===== src/rtl/bpred_unit_pkg.sv =====
// -----------------------------------------------------------------------------
// bpred_unit_pkg
// Shared widths, FSM state type and counter helper for the branch predictor.
// Default widths match the FE/AGEX datapath: 32-bit PCs, 256-entry PHT,
// 16-entry BTB, 2-bit saturating counters.
// -----------------------------------------------------------------------------
package bpred_unit_pkg;

  localparam int DBITS        = 32;  // PC / target width
  localparam int PTINDEXBITS  = 8;   // PHT index width (BHR has the same width)
  localparam int BTBINDEXBITS = 4;   // BTB index width
  localparam int PTENTRYBITS  = 2;   // PHT counter width

  // Value written into every counter by the init sweep: weakly not-taken.
  localparam logic [PTENTRYBITS-1:0] CTR_INIT = 2'b01;

  typedef enum logic {
    ST_INIT = 1'b0,
    ST_RUN  = 1'b1
  } bpred_state_e;

  // Saturating 2-bit counter step: +1 on taken, -1 on not-taken,
  // pinned at 2'b11 and 2'b00.
  function automatic logic [PTENTRYBITS-1:0] ctr_next(
    input logic [PTENTRYBITS-1:0] ctr,
    input logic                   taken
  );
    if (taken) begin
      return (ctr == 2'b11) ? ctr : ctr + 2'b01;
    end
    return (ctr == 2'b00) ? ctr : ctr - 2'b01;
  endfunction

endpackage


===== src/rtl/bpred_pht.sv =====
// -----------------------------------------------------------------------------
// bpred_pht
// Pattern history table: 2^IDX_BITS saturating 2-bit counters.
// Ports:
//   clk_i        - clock, rising edge
//   rd_idx_i     - combinational read index (lookup path)
//   rd_ctr_o     - counter at rd_idx_i, pre-write value (no bypass)
//   init_en_i    - init sweep write enable; has priority over updates
//   init_idx_i   - entry cleared to weakly not-taken when init_en_i=1
//   upd_en_i     - training write enable
//   upd_idx_i    - entry to train
//   upd_taken_i  - resolved outcome (increment when 1, decrement when 0)
// The array has no reset; the owner is expected to run an init sweep.
// -----------------------------------------------------------------------------
module bpred_pht
  import bpred_unit_pkg::*;
#(
  parameter int IDX_BITS = PTINDEXBITS
) (
  input  logic                   clk_i,
  input  logic [IDX_BITS-1:0]    rd_idx_i,
  output logic [PTENTRYBITS-1:0] rd_ctr_o,
  input  logic                   init_en_i,
  input  logic [IDX_BITS-1:0]    init_idx_i,
  input  logic                   upd_en_i,
  input  logic [IDX_BITS-1:0]    upd_idx_i,
  input  logic                   upd_taken_i
);

  localparam int ENTRIES = 1 << IDX_BITS;

  logic [PTENTRYBITS-1:0] ctr_q [ENTRIES];

  assign rd_ctr_o = ctr_q[rd_idx_i];

  always_ff @(posedge clk_i) begin
    if (init_en_i) begin
      ctr_q[init_idx_i] <= CTR_INIT;
    end else if (upd_en_i) begin
      ctr_q[upd_idx_i] <= ctr_next(ctr_q[upd_idx_i], upd_taken_i);
    end
  end

endmodule


===== src/rtl/bpred_unit.sv =====
// -----------------------------------------------------------------------------
// bpred_unit
// Gshare branch predictor with a direct-mapped BTB, answering FE next-PC
// lookups in the same cycle and trained by AGEX resolved-branch updates.
// Ports:
//   clk            - clock, rising edge
//   reset          - asynchronous, active-low
//   lookup_pc_i    - PC being fetched
//   pred_taken_o   - predict taken (combinational)
//   pred_target_o  - predicted next PC (combinational)
//   pred_pt_idx_o  - PHT index used for this lookup (carried down the pipe)
//   pred_btb_idx_o - BTB index used for this lookup
//   upd_*_i        - resolved conditional branch from AGEX
//   ready_o        - 0 while the tables are being swept, 1 in RUN
//   dbg_state_o    - current FSM state
// Handshake: upd_valid_i is a single-cycle strobe with no back-pressure.
// An update presented while ready_o=0 is discarded; in RUN it always commits
// at the next rising edge. Lookups always see pre-update table/BHR state.
// -----------------------------------------------------------------------------
module bpred_unit
  import bpred_unit_pkg::*;
#(
  parameter int PC_BITS        = DBITS,
  parameter int PT_INDEX_BITS  = PTINDEXBITS,  // must be >= BTB_INDEX_BITS
  parameter int BTB_INDEX_BITS = BTBINDEXBITS
) (
  input  logic                      clk,
  input  logic                      reset,
  input  logic [PC_BITS-1:0]        lookup_pc_i,
  output logic                      pred_taken_o,
  output logic [PC_BITS-1:0]        pred_target_o,
  output logic [PT_INDEX_BITS-1:0]  pred_pt_idx_o,
  output logic [BTB_INDEX_BITS-1:0] pred_btb_idx_o,
  input  logic                      upd_valid_i,
  input  logic [PC_BITS-1:0]        upd_pc_i,
  input  logic                      upd_taken_i,
  input  logic [PC_BITS-1:0]        upd_target_i,
  input  logic [PT_INDEX_BITS-1:0]  upd_pt_idx_i,
  output logic                      ready_o,
  output bpred_state_e              dbg_state_o
);

  localparam int TAG_BITS    = PC_BITS - BTB_INDEX_BITS - 2;
  localparam int BTB_ENTRIES = 1 << BTB_INDEX_BITS;

  // ---------------------------------------------------------------------------
  // FSM, sweep counter and global history
  // ---------------------------------------------------------------------------
  bpred_state_e               state_q, state_d;
  logic [PT_INDEX_BITS-1:0]   cnt_q, cnt_d;
  logic [PT_INDEX_BITS-1:0]   bhr_q, bhr_d;
  logic                       ready_q, ready_d;

  logic in_init;
  logic upd_en;

  assign in_init = (state_q == ST_INIT);
  assign upd_en  = (state_q == ST_RUN) && upd_valid_i;

  always_comb begin
    state_d = state_q;
    cnt_d   = cnt_q;
    bhr_d   = bhr_q;
    ready_d = ready_q;
    case (state_q)
      ST_INIT: begin
        cnt_d = cnt_q + PT_INDEX_BITS'(1);
        // Last PHT entry written this cycle; the sweep covers the BTB too
        // because it is never larger than the PHT.
        if (cnt_q == '1) begin
          state_d = ST_RUN;
          ready_d = 1'b1;
        end
      end
      ST_RUN: begin
        if (upd_valid_i) begin
          bhr_d = {bhr_q[PT_INDEX_BITS-2:0], upd_taken_i};
        end
      end
      default: begin
        state_d = ST_INIT;
        ready_d = 1'b0;
      end
    endcase
  end

  always_ff @(posedge clk or negedge reset) begin
    if (!reset) begin
      state_q <= ST_INIT;
      cnt_q   <= '0;
      bhr_q   <= '0;
      ready_q <= 1'b0;
    end else begin
      state_q <= state_d;
      cnt_q   <= cnt_d;
      bhr_q   <= bhr_d;
      ready_q <= ready_d;
    end
  end

  assign ready_o     = ready_q;
  assign dbg_state_o = state_q;

  // ---------------------------------------------------------------------------
  // Lookup index math
  // ---------------------------------------------------------------------------
  logic [PT_INDEX_BITS-1:0]  lk_word;
  logic [BTB_INDEX_BITS-1:0] lk_btb_idx;
  logic [TAG_BITS-1:0]       lk_tag;
  logic [PTENTRYBITS-1:0]    lk_ctr;
  logic                      lk_hit;

  assign lk_word        = lookup_pc_i[PT_INDEX_BITS+1:2];
  assign lk_btb_idx     = lookup_pc_i[BTB_INDEX_BITS+1:2];
  assign lk_tag         = lookup_pc_i[PC_BITS-1:BTB_INDEX_BITS+2];
  assign pred_pt_idx_o  = lk_word ^ bhr_q;
  assign pred_btb_idx_o = lk_btb_idx;

  // ---------------------------------------------------------------------------
  // PHT
  // ---------------------------------------------------------------------------
  bpred_pht #(
    .IDX_BITS (PT_INDEX_BITS)
  ) u_pht (
    .clk_i       (clk),
    .rd_idx_i    (pred_pt_idx_o),
    .rd_ctr_o    (lk_ctr),
    .init_en_i   (in_init),
    .init_idx_i  (cnt_q),
    .upd_en_i    (upd_en),
    .upd_idx_i   (upd_pt_idx_i),
    .upd_taken_i (upd_taken_i)
  );

  // ---------------------------------------------------------------------------
  // BTB: {valid, tag, target}. Only taken updates allocate/overwrite.
  // ---------------------------------------------------------------------------
  logic                  btb_valid_q [BTB_ENTRIES];
  logic [TAG_BITS-1:0]   btb_tag_q   [BTB_ENTRIES];
  logic [PC_BITS-1:0]    btb_tgt_q   [BTB_ENTRIES];

  logic [BTB_INDEX_BITS-1:0] upd_btb_idx;
  logic [TAG_BITS-1:0]       upd_tag;

  assign upd_btb_idx = upd_pc_i[BTB_INDEX_BITS+1:2];
  assign upd_tag     = upd_pc_i[PC_BITS-1:BTB_INDEX_BITS+2];

  always_ff @(posedge clk) begin
    if (in_init) begin
      btb_valid_q[cnt_q[BTB_INDEX_BITS-1:0]] <= 1'b0;
    end else if (upd_en && upd_taken_i) begin
      btb_valid_q[upd_btb_idx] <= 1'b1;
      btb_tag_q[upd_btb_idx]   <= upd_tag;
      btb_tgt_q[upd_btb_idx]   <= upd_target_i;
    end
  end

  assign lk_hit = btb_valid_q[lk_btb_idx] && (btb_tag_q[lk_btb_idx] == lk_tag);

  // Predictions are forced not-taken until the sweep has cleared the tables.
  assign pred_taken_o  = (state_q == ST_RUN) && lk_hit && lk_ctr[1];
  assign pred_target_o = pred_taken_o ? btb_tgt_q[lk_btb_idx]
                                      : lookup_pc_i + PC_BITS'(4);

  // Word-offset bits of the update PC and the counter LSB carry no
  // prediction information.
  logic unused_bits;
  assign unused_bits = ^{upd_pc_i[1:0], lk_ctr[0]};

endmodule


===== config.mk =====
export PLATFORM = sky130hd
export DESIGN_NAME = bpred_unit
export DESIGN_NICKNAME = d
export VERILOG_FILES = /design/src/rtl/bpred_unit_pkg.sv /design/src/rtl/bpred_pht.sv /design/src/rtl/bpred_unit.sv
export SDC_FILE = /design/constraint.sdc
export NUM_CORES = 2
export LEC_CHECK = 0
export CAP_MARGIN = 20
export CORE_MARGIN = 2
export CORE_UTILIZATION = 34
export CTS_BUF_LIST = sky130_fd_sc_hd__clkbuf_8 sky130_fd_sc_hd__clkbuf_16
export CTS_CLUSTER_SIZE = 24
export DETAILED_ROUTE_END_ITERATION = 12
export SLEW_MARGIN = 20
export SYNTH_ARGS = -nofsm -noshare
export SYNTH_HDL_FRONTEND = slang
export SYNTH_SLANG_ARGS = --single-unit

===== constraint.sdc =====
create_clock -name clk -period 18.9 [get_ports clk]
set_clock_uncertainty 0.1 [all_clocks]
set_input_delay 3.78 -clock clk [delete_from_list [all_inputs] [get_ports clk]]
set_output_delay 3.78 -clock clk [all_outputs]
set_load 0.02 [all_outputs]

== Word-level counts from Yosys, hierarchy flattened ==
Memories as Yosys holds them, arrays and structs flattened.
Index checks and enable logic that the tools add are counted.
Widths: inputs -> output; s select.

* Register bits: 18
* Memory bits (writable): 1456
* Input bits: 108
* Memories: 4

* Add/subtract/negate cells: 4
* Equal/unequal tests: 3
* Muxes and demuxes: 25
* Bitwise gates (word level): 2
* Reductions and logical operators: 10

{| class="wikitable"
|+ Memories
! name !! words !! bits a word !! read ports !! clocked after Yosys merged registers in !! wr ports !! line !! text
|-
| btb_tgt_q || 16 || 32 || 1 || 0 || 1 || bpred_unit.sv:140 || <nowiki>logic [PC_BITS-1:0] btb_tgt_q [BTB_ENTRIES];</nowiki>
|-
| u_pht.ctr_q || 256 || 2 || 2 || 0 || 1 || bpred_pht.sv:32 || <nowiki>logic [PTENTRYBITS-1:0] ctr_q [ENTRIES];</nowiki>
|-
| btb_tag_q || 16 || 26 || 1 || 0 || 1 || bpred_unit.sv:139 || <nowiki>logic [TAG_BITS-1:0] btb_tag_q [BTB_ENTRIES];</nowiki>
|-
| btb_valid_q || 16 || 1 || 1 || 0 || 1 || bpred_unit.sv:138 || <nowiki>logic btb_valid_q [BTB_ENTRIES];</nowiki>
|}

{| class="wikitable"
|+ Operators with widths
! kind !! number
|-
| $add 32x3->32 const B || 1
|-
| $mux 32 || 1
|-
| $eq 26x26->1 || 1
|-
| $mux 1 || 15
|-
| $mux 2 || 7
|-
| $add 8x1->8 const B || 1
|-
| $eq 8x8->1 const B || 1
|-
| $mux 8 || 1
|-
| $xor 8x8->8 || 1
|-
| $logic_and 1x1->1 || 5
|-
| $mux 4 || 1
|-
| $reduce_and 2->1 || 2
|-
| $add 2x1->2 const B || 1
|-
| $eq 2x2->1 const B || 1
|-
| $logic_not 2->1 || 1
|-
| $reduce_or 2->1 || 1
|-
| $sub 2x1->2 const B || 1
|-
| $not 1->1 || 1
|-
| $reduce_or 1->1 || 1
|}

== Logic depth before layout (Yosys ltp) ==
An unclocked memory read counts as a cell.

* Depth in word-level cells: 8
* Gate-level depth with buffers: 14
* Depth with buffers taken out: 9

== Modules after synthesis ==
From an unflattened synthesis, not the netlist that was laid out.

* Cells, all modules: 3220
* Area, all modules: 63699.8 sq um

{| class="wikitable"
|+ By module, submodules not included
! module !! times used !! cells an instance !! area an instance (sq um) !! seq. area each (sq um)
|-
| bpred_unit || 1 || 1750 || 38426.9 || 28797.6
|-
| bpred_pht || 1 || 1470 || 25273.0 || 15374.7
|}

== Worst setup path before layout ==
OpenSTA, ideal clock, no wires.

* Path kind: input -> register
* From: input upd_pt_idx_i[0]
* To: memory u_pht.ctr_q[0][0] (data pin)
* Library setup time: 2.187 ns
* Arrival: 16.481 ns
* Required time: 16.613 ns
* Slack: 0.132 ns
* Stages on the path: 10
* Path through: clkbuf_1 -> clkbuf_1 -> buf_1 -> mux4_2 -> mux4_2 -> a22oi_1 -> a21oi_1 -> nor4_1 -> a21oi_1 -> o21ai_0

* Cells in the longest elaborated chain, start to end: 8
* Elaborated cells on any way between the ends: 12

{| class="wikitable"
|+ RTL lines
! item !! line !! text
|-
| from (decl) || bpred_unit.sv:38 || <nowiki>input logic [PT_INDEX_BITS-1:0] upd_pt_idx_i,</nowiki>
|-
| $mem_v2 256x2 (*) || - ||
|-
| $add 2x1->2 / $eq 2x2->1 (equally long branches) || bpred_unit_pkg.sv:29 || <nowiki>return (ctr == 2'b11) ? ctr : ctr + 2'b01;</nowiki>
|-
| $mux 2 || bpred_unit_pkg.sv:29 ||
|-
| $mux 2 || bpred_unit_pkg.sv:28 || <nowiki>if (taken) begin</nowiki>
|-
| $mux 2 (*) || bpred_unit_pkg.sv:31 || <nowiki>return (ctr == 2'b00) ? ctr : ctr - 2'b01;</nowiki>
|-
| $mux 2 (*) || bpred_pht.sv:39 || <nowiki>end else if (upd_en_i) begin</nowiki>
|-
| $mux 2 (*) || bpred_pht.sv:37 || <nowiki>if (init_en_i) begin</nowiki>
|-
| $mux 2 (no source line) (*) || - ||
|-
| to (decl) || bpred_pht.sv:32 ||
|}

Every way passes the cells marked *; elsewhere a longest branch is shown, timed or not. The select of a mux whose other input is x is not followed.

== Worst setup path after layout ==
* From: input lookup_pc_i[2]
* To: output pred_target_o[31]

* Cells in the longest elaborated chain, start to end: 6
* Elaborated cells on any way between the ends: 11

{| class="wikitable"
|+ RTL lines
! item !! line !! text
|-
| from (decl) || bpred_unit.sv:29 || <nowiki>input logic [PC_BITS-1:0] lookup_pc_i,</nowiki>
|-
| parallel branches: the longest is 5 deep, another holds $mem_v2 256x2 || - ||
|-
| $mux 32 (*) || bpred_unit.sv:162 || <nowiki>assign pred_target_o = pred_taken_o ? btb_tgt_q[lk_btb_idx]</nowiki>
|-
| to (decl) || bpred_unit.sv:31 || <nowiki>output logic [PC_BITS-1:0] pred_target_o,</nowiki>
|}

Mark *: on every way between the ends.

==> impl_metrics.csv <==
group,metric,value,unit
worst_setup_path,cp.arrival,9790,ps
finish,commonest_cells_after_routing_fill_and_taps_aside,"1,456 x sky130_fd_sc_hd__edfxtp_1, 487 x sky130_fd_sc_hd__mux4_2, 304 x sky130_fd_sc_hd__nor2_1",
power,power.switching_fraction,21.63,%
clock_tree,numClockSinks,1474,
global_route,track_usage,17.36,%
synthesis,edff_count_synth,1456,
worst_setup_path,crit_start,"lookup_pc_i[2]",
global_route,grt_busiest_layer,"met2",
worst_setup_path,cp.required,15020,ps
clock_tree,tritoncts,"done",
clock_tree,worst_setup_hold_path_clk_slew,60,ps
place,gp_congestion,0.8133,
worst_setup_path,worstSetupEndpointType,"output pin",
floorplanning,die_y,428.9,um
drt,ant_nets,0,
drt,drt_iter0_drc,3419,
global_route,grt_pass1_wl,231600,um
floorplanning,placementRows,155,
synthesis,ys_ff_latch,1474,
timing,clock_period_minus_worst_slack,13670,ps
timing,max_slew.worst_pin.slew,1113,ps
place,post-place-ws,5033,ps
power,pwr_density_cell,96.72,nW/um^2
worst_setup_path,start_kind,"primary input",
floorplanning,initial_core_utilization,34.30,%
place,dp_cells,5436,
synthesis,biggest_area_consumer_among_synthesized_cells,"sky130_fd_sc_hd__edfxtp_1",
clock_tree,cts.repair_timing.setup_buffer_count,0,
place,detailedPlacementHpwl,94530,um
power,p_leak,21.49,nW
clock_tree,clock_latency,790,ps
floorplanning,fp.dieW,428.9,um
place,placed_area,65790,um^2
place,io_buffers,152,
global_route,grt_util_met2,28.78,%
global_route,number_of_antenna_violations_at_the_first_check_in_global_routing,34,
worst_setup_path,critical_path.top_delay_family,"buffers and inverters",
worst_setup_path,critPathKind,"in -> out",
drt,detail_route.wirelength,161500,um
worst_hold_path,timing.hold.worst.start,"bhr_q[6]",
timing,report.final.slew_viol_count,0,
timing,layout_setup_ws,5231,ps
worst_setup_path,reg2reg_from,"u_pht.ctr_q[181][1]",
drt,route.vias.total,31280,
synthesis,syn_avg_cell_area,20.16,um^2
worst_setup_path,timing.critical_path.mode_cell,"sky130_fd_sc_hd__buf_4",
floorplanning,fp.dieArea,184000,um^2
global_route,globalRoute.totalOverflow,0,
power,power.ir.vdd_worst,0.09900,mV
run_status,run_status,"completed",
finish,net_count_reported_at_finish,3350,
timing,rsz_0062_raised_after_global_routing,"false",
timing,slew_headroom,25.49,%
synthesis,mappedNetlistNets,3155,
worst_setup_path,critical_path_max_stage_delay,690,ps
synthesis,synth_async_sr_flop_share,1.221,%
drt,drt_first_pass_iters,5,
worst_hold_path,hold_class,"reg -> reg",
timing,maxClockFrequency,73.16,MHz
timing,tns,0,ps
timing,setup_viol_count_final,0,
global_route,global_route.usage.met3,3.770,%
worst_setup_path,crit_path_top_delay_cell,"sky130_fd_sc_hd__a2111oi_0",
finish,layout_commonest_cell,"sky130_fd_sc_hd__edfxtp_1",
synthesis,yosys_synthesis_warning_count,0,
finish,layout-drive-gt1-share,25.48,%
timing,finalHoldViolCount,0,
worst_setup_path,worst-path-max-fanout,52,
power,net_switching_power,1.480,mW
power,comb_power_share,4.6,%
global_route,grt_use_met1,23.10,%
power,clock_power_share,43.2,%
worst_setup_path,timing.critical_path.cells,"buf_8 -> xnor2_1 -> buf_4 -> clkinv_2 -> buf_4 -> mux4_2 -> mux2i_1 -> mux2i_1 -> a2111oi_0 -> a211oi_1 -> buf_4 -> o2111ai_4 -> buf_4 -> mux2_2 -> clkdlybuf4s50_1",
floorplanning,fp.coreArea,179000,um^2
synthesis,synth_sequential_area_ratio,71.95,%
finish,finalCoreUtilization,39.52,%
synthesis,synth.top_cell.area_share,71.22,%
clock_tree,cts_resized,0,
synthesis,syn-cell-area,61390,um^2
global_route,grt_start_max_net_pins,115,
clock_tree,cts_hold_repair.buffers,0,
drt,routed_via_density,5.467,
timing,timing.final.crit_share,72.32,%
power,share_seq_of_total_power,52.2,%
synthesis,post_synth_main_area_contributors,"sky130_fd_sc_hd__edfxtp_1 71%, sky130_fd_sc_hd__mux4_2 18%, sky130_fd_sc_hd__nor2_1 1.9%, sky130_fd_sc_hd__mux2i_1 1.3%, sky130_fd_sc_hd__dfrtp_1 0.73%",
finish,post-route-cell-area,70750,um^2
global_route,vias_in_the_first_global_route,31980,
finish,finish.cell_count_without_fillers,5721,
finish,syn2layout_area_growth,15.24,%
clock_tree,cts_max_path_buffers,3,
power,internal_power,5.362,mW
clock_tree,cts-buffers-inserted,157,
floorplanning,num_io_pins,155,
synthesis,synth_unique_cells,70,
worst_setup_path,timing.critical_path.buf_inv,7,
clock_tree,cts-root-buf,"sky130_fd_sc_hd__clkbuf_16",
synthesis,synthCells,3045,
drt,wire_per_inst,28.23,um
drt,number_of_design_rule_violations_left_after_detail_routing,0,
timing,timing.hold.ws,401.1,ps
clock_tree,ctsHtreeMaxLevel,4,
synthesis,yosys_most_used_dff,"sky130_fd_sc_hd__edfxtp_1",
job,timing.max_cap.violations,0,
power,power,6.843,mW
[cell usage after synthesis (8+ instances only)]
master and instances:
sky130_fd_sc_hd__xnor2_1 43, sky130_fd_sc_hd__buf_6 8, sky130_fd_sc_hd__xor2_1 23, sky130_fd_sc_hd__nand4_1 13
sky130_fd_sc_hd__nand3_1 28, sky130_fd_sc_hd__mux2_4 29, sky130_fd_sc_hd__mux2i_1 81, sky130_fd_sc_hd__nand3b_1 8
sky130_fd_sc_hd__clkbuf_1 107, sky130_fd_sc_hd__nor2b_1 11, sky130_fd_sc_hd__mux4_2 487, sky130_fd_sc_hd__dfrtp_1 18
sky130_fd_sc_hd__buf_2 39, sky130_fd_sc_hd__o21ai_0 23, sky130_fd_sc_hd__mux2_2 8, sky130_fd_sc_hd__buf_4 13
sky130_fd_sc_hd__a22oi_1 23, sky130_fd_sc_hd__nand2_1 104, sky130_fd_sc_hd__buf_1 28, sky130_fd_sc_hd__inv_1 17
sky130_fd_sc_hd__nor3_1 26, sky130_fd_sc_hd__a31oi_1 11, sky130_fd_sc_hd__a21oi_1 12, sky130_fd_sc_hd__edfxtp_1 1456
sky130_fd_sc_hd__nor2_1 316
[layout make-up]
cell class,instances,area [um^2]
sequential,1474,44170
antenna,3,7.507
multi-input combinational,1356,16450
clock inverter,123,969.7
tap,2355,2947
fill,15940,108300
inverter,20,78.83
timing repair buffer,231,2140
clock buffer,159,3979
[registers in the layout, summed over array words and instances, names as in the netlist]
name and flops:
bhr_q 8, btb_valid_q 16, btb_tgt_q 512, btb_tag_q 416, dbg_state_o 1, ready_o 1
cnt_q 8, u_pht.ctr_q 512
[metal layers]
layer	routed length (um)	share of wire [%]
met1	65450	41
met2	80060	50
met3	11700	7.2
met4	4132	2.6
met5	161	0.10
[tightest hold or removal path: cells and delay by family, from the launching register on]
family	cells	cell delay [ps]
simple gates	2	110
flops	1	370
[power groups by stage]
stage | Clock, mW | Combinational, mW | Sequential (mW)
finish | 2.96 | 0.313 | 3.57
global route | 3.14 | 0.334 | 3.57
CTS | 3.01 | 0.319 | 3.57
detailed placement | 0 | 0.318 | 3.64
global placement | 0 | 0.316 | 3.64
floorplan | 0 | 0.185 | 3.64
[path summary, 6_finish.rpt]
path | endpoint | slack (ps) | depth (start not counted)
max in group asynchronous | bhr_q[0] | 14780 | 1
min reg2reg | bhr_q[7] | 400 | 2
max reg2reg | u_pht.ctr_q[159][1] | 14440 | 8
min in group asynchronous | dbg_state_o | 3380 | 1
min | bhr_q[7] | 400 | 2
max | pred_target_o[31] | 5230 | 15
[cell families (layout without fill, tap and decap cells)]
group / after synthesis / after routing / synth area share [%]
other: 0 / 3 / 0
multiplexers: 605 / 605 / 20.04
XOR/XNOR: 66 / 66 / 0.9416
buffers and inverters: 215 / 533 / 1.571
AND/OR/NAND/NOR: 548 / 548 / 3.830
AO/OA/AOI/OAI: 135 / 135 / 1.620
flip-flops: 1474 / 1474 / 71.95
adder cells (fa/ha/maj): 2 / 2 / 0.04076
(Power assumes the default switching activity.)
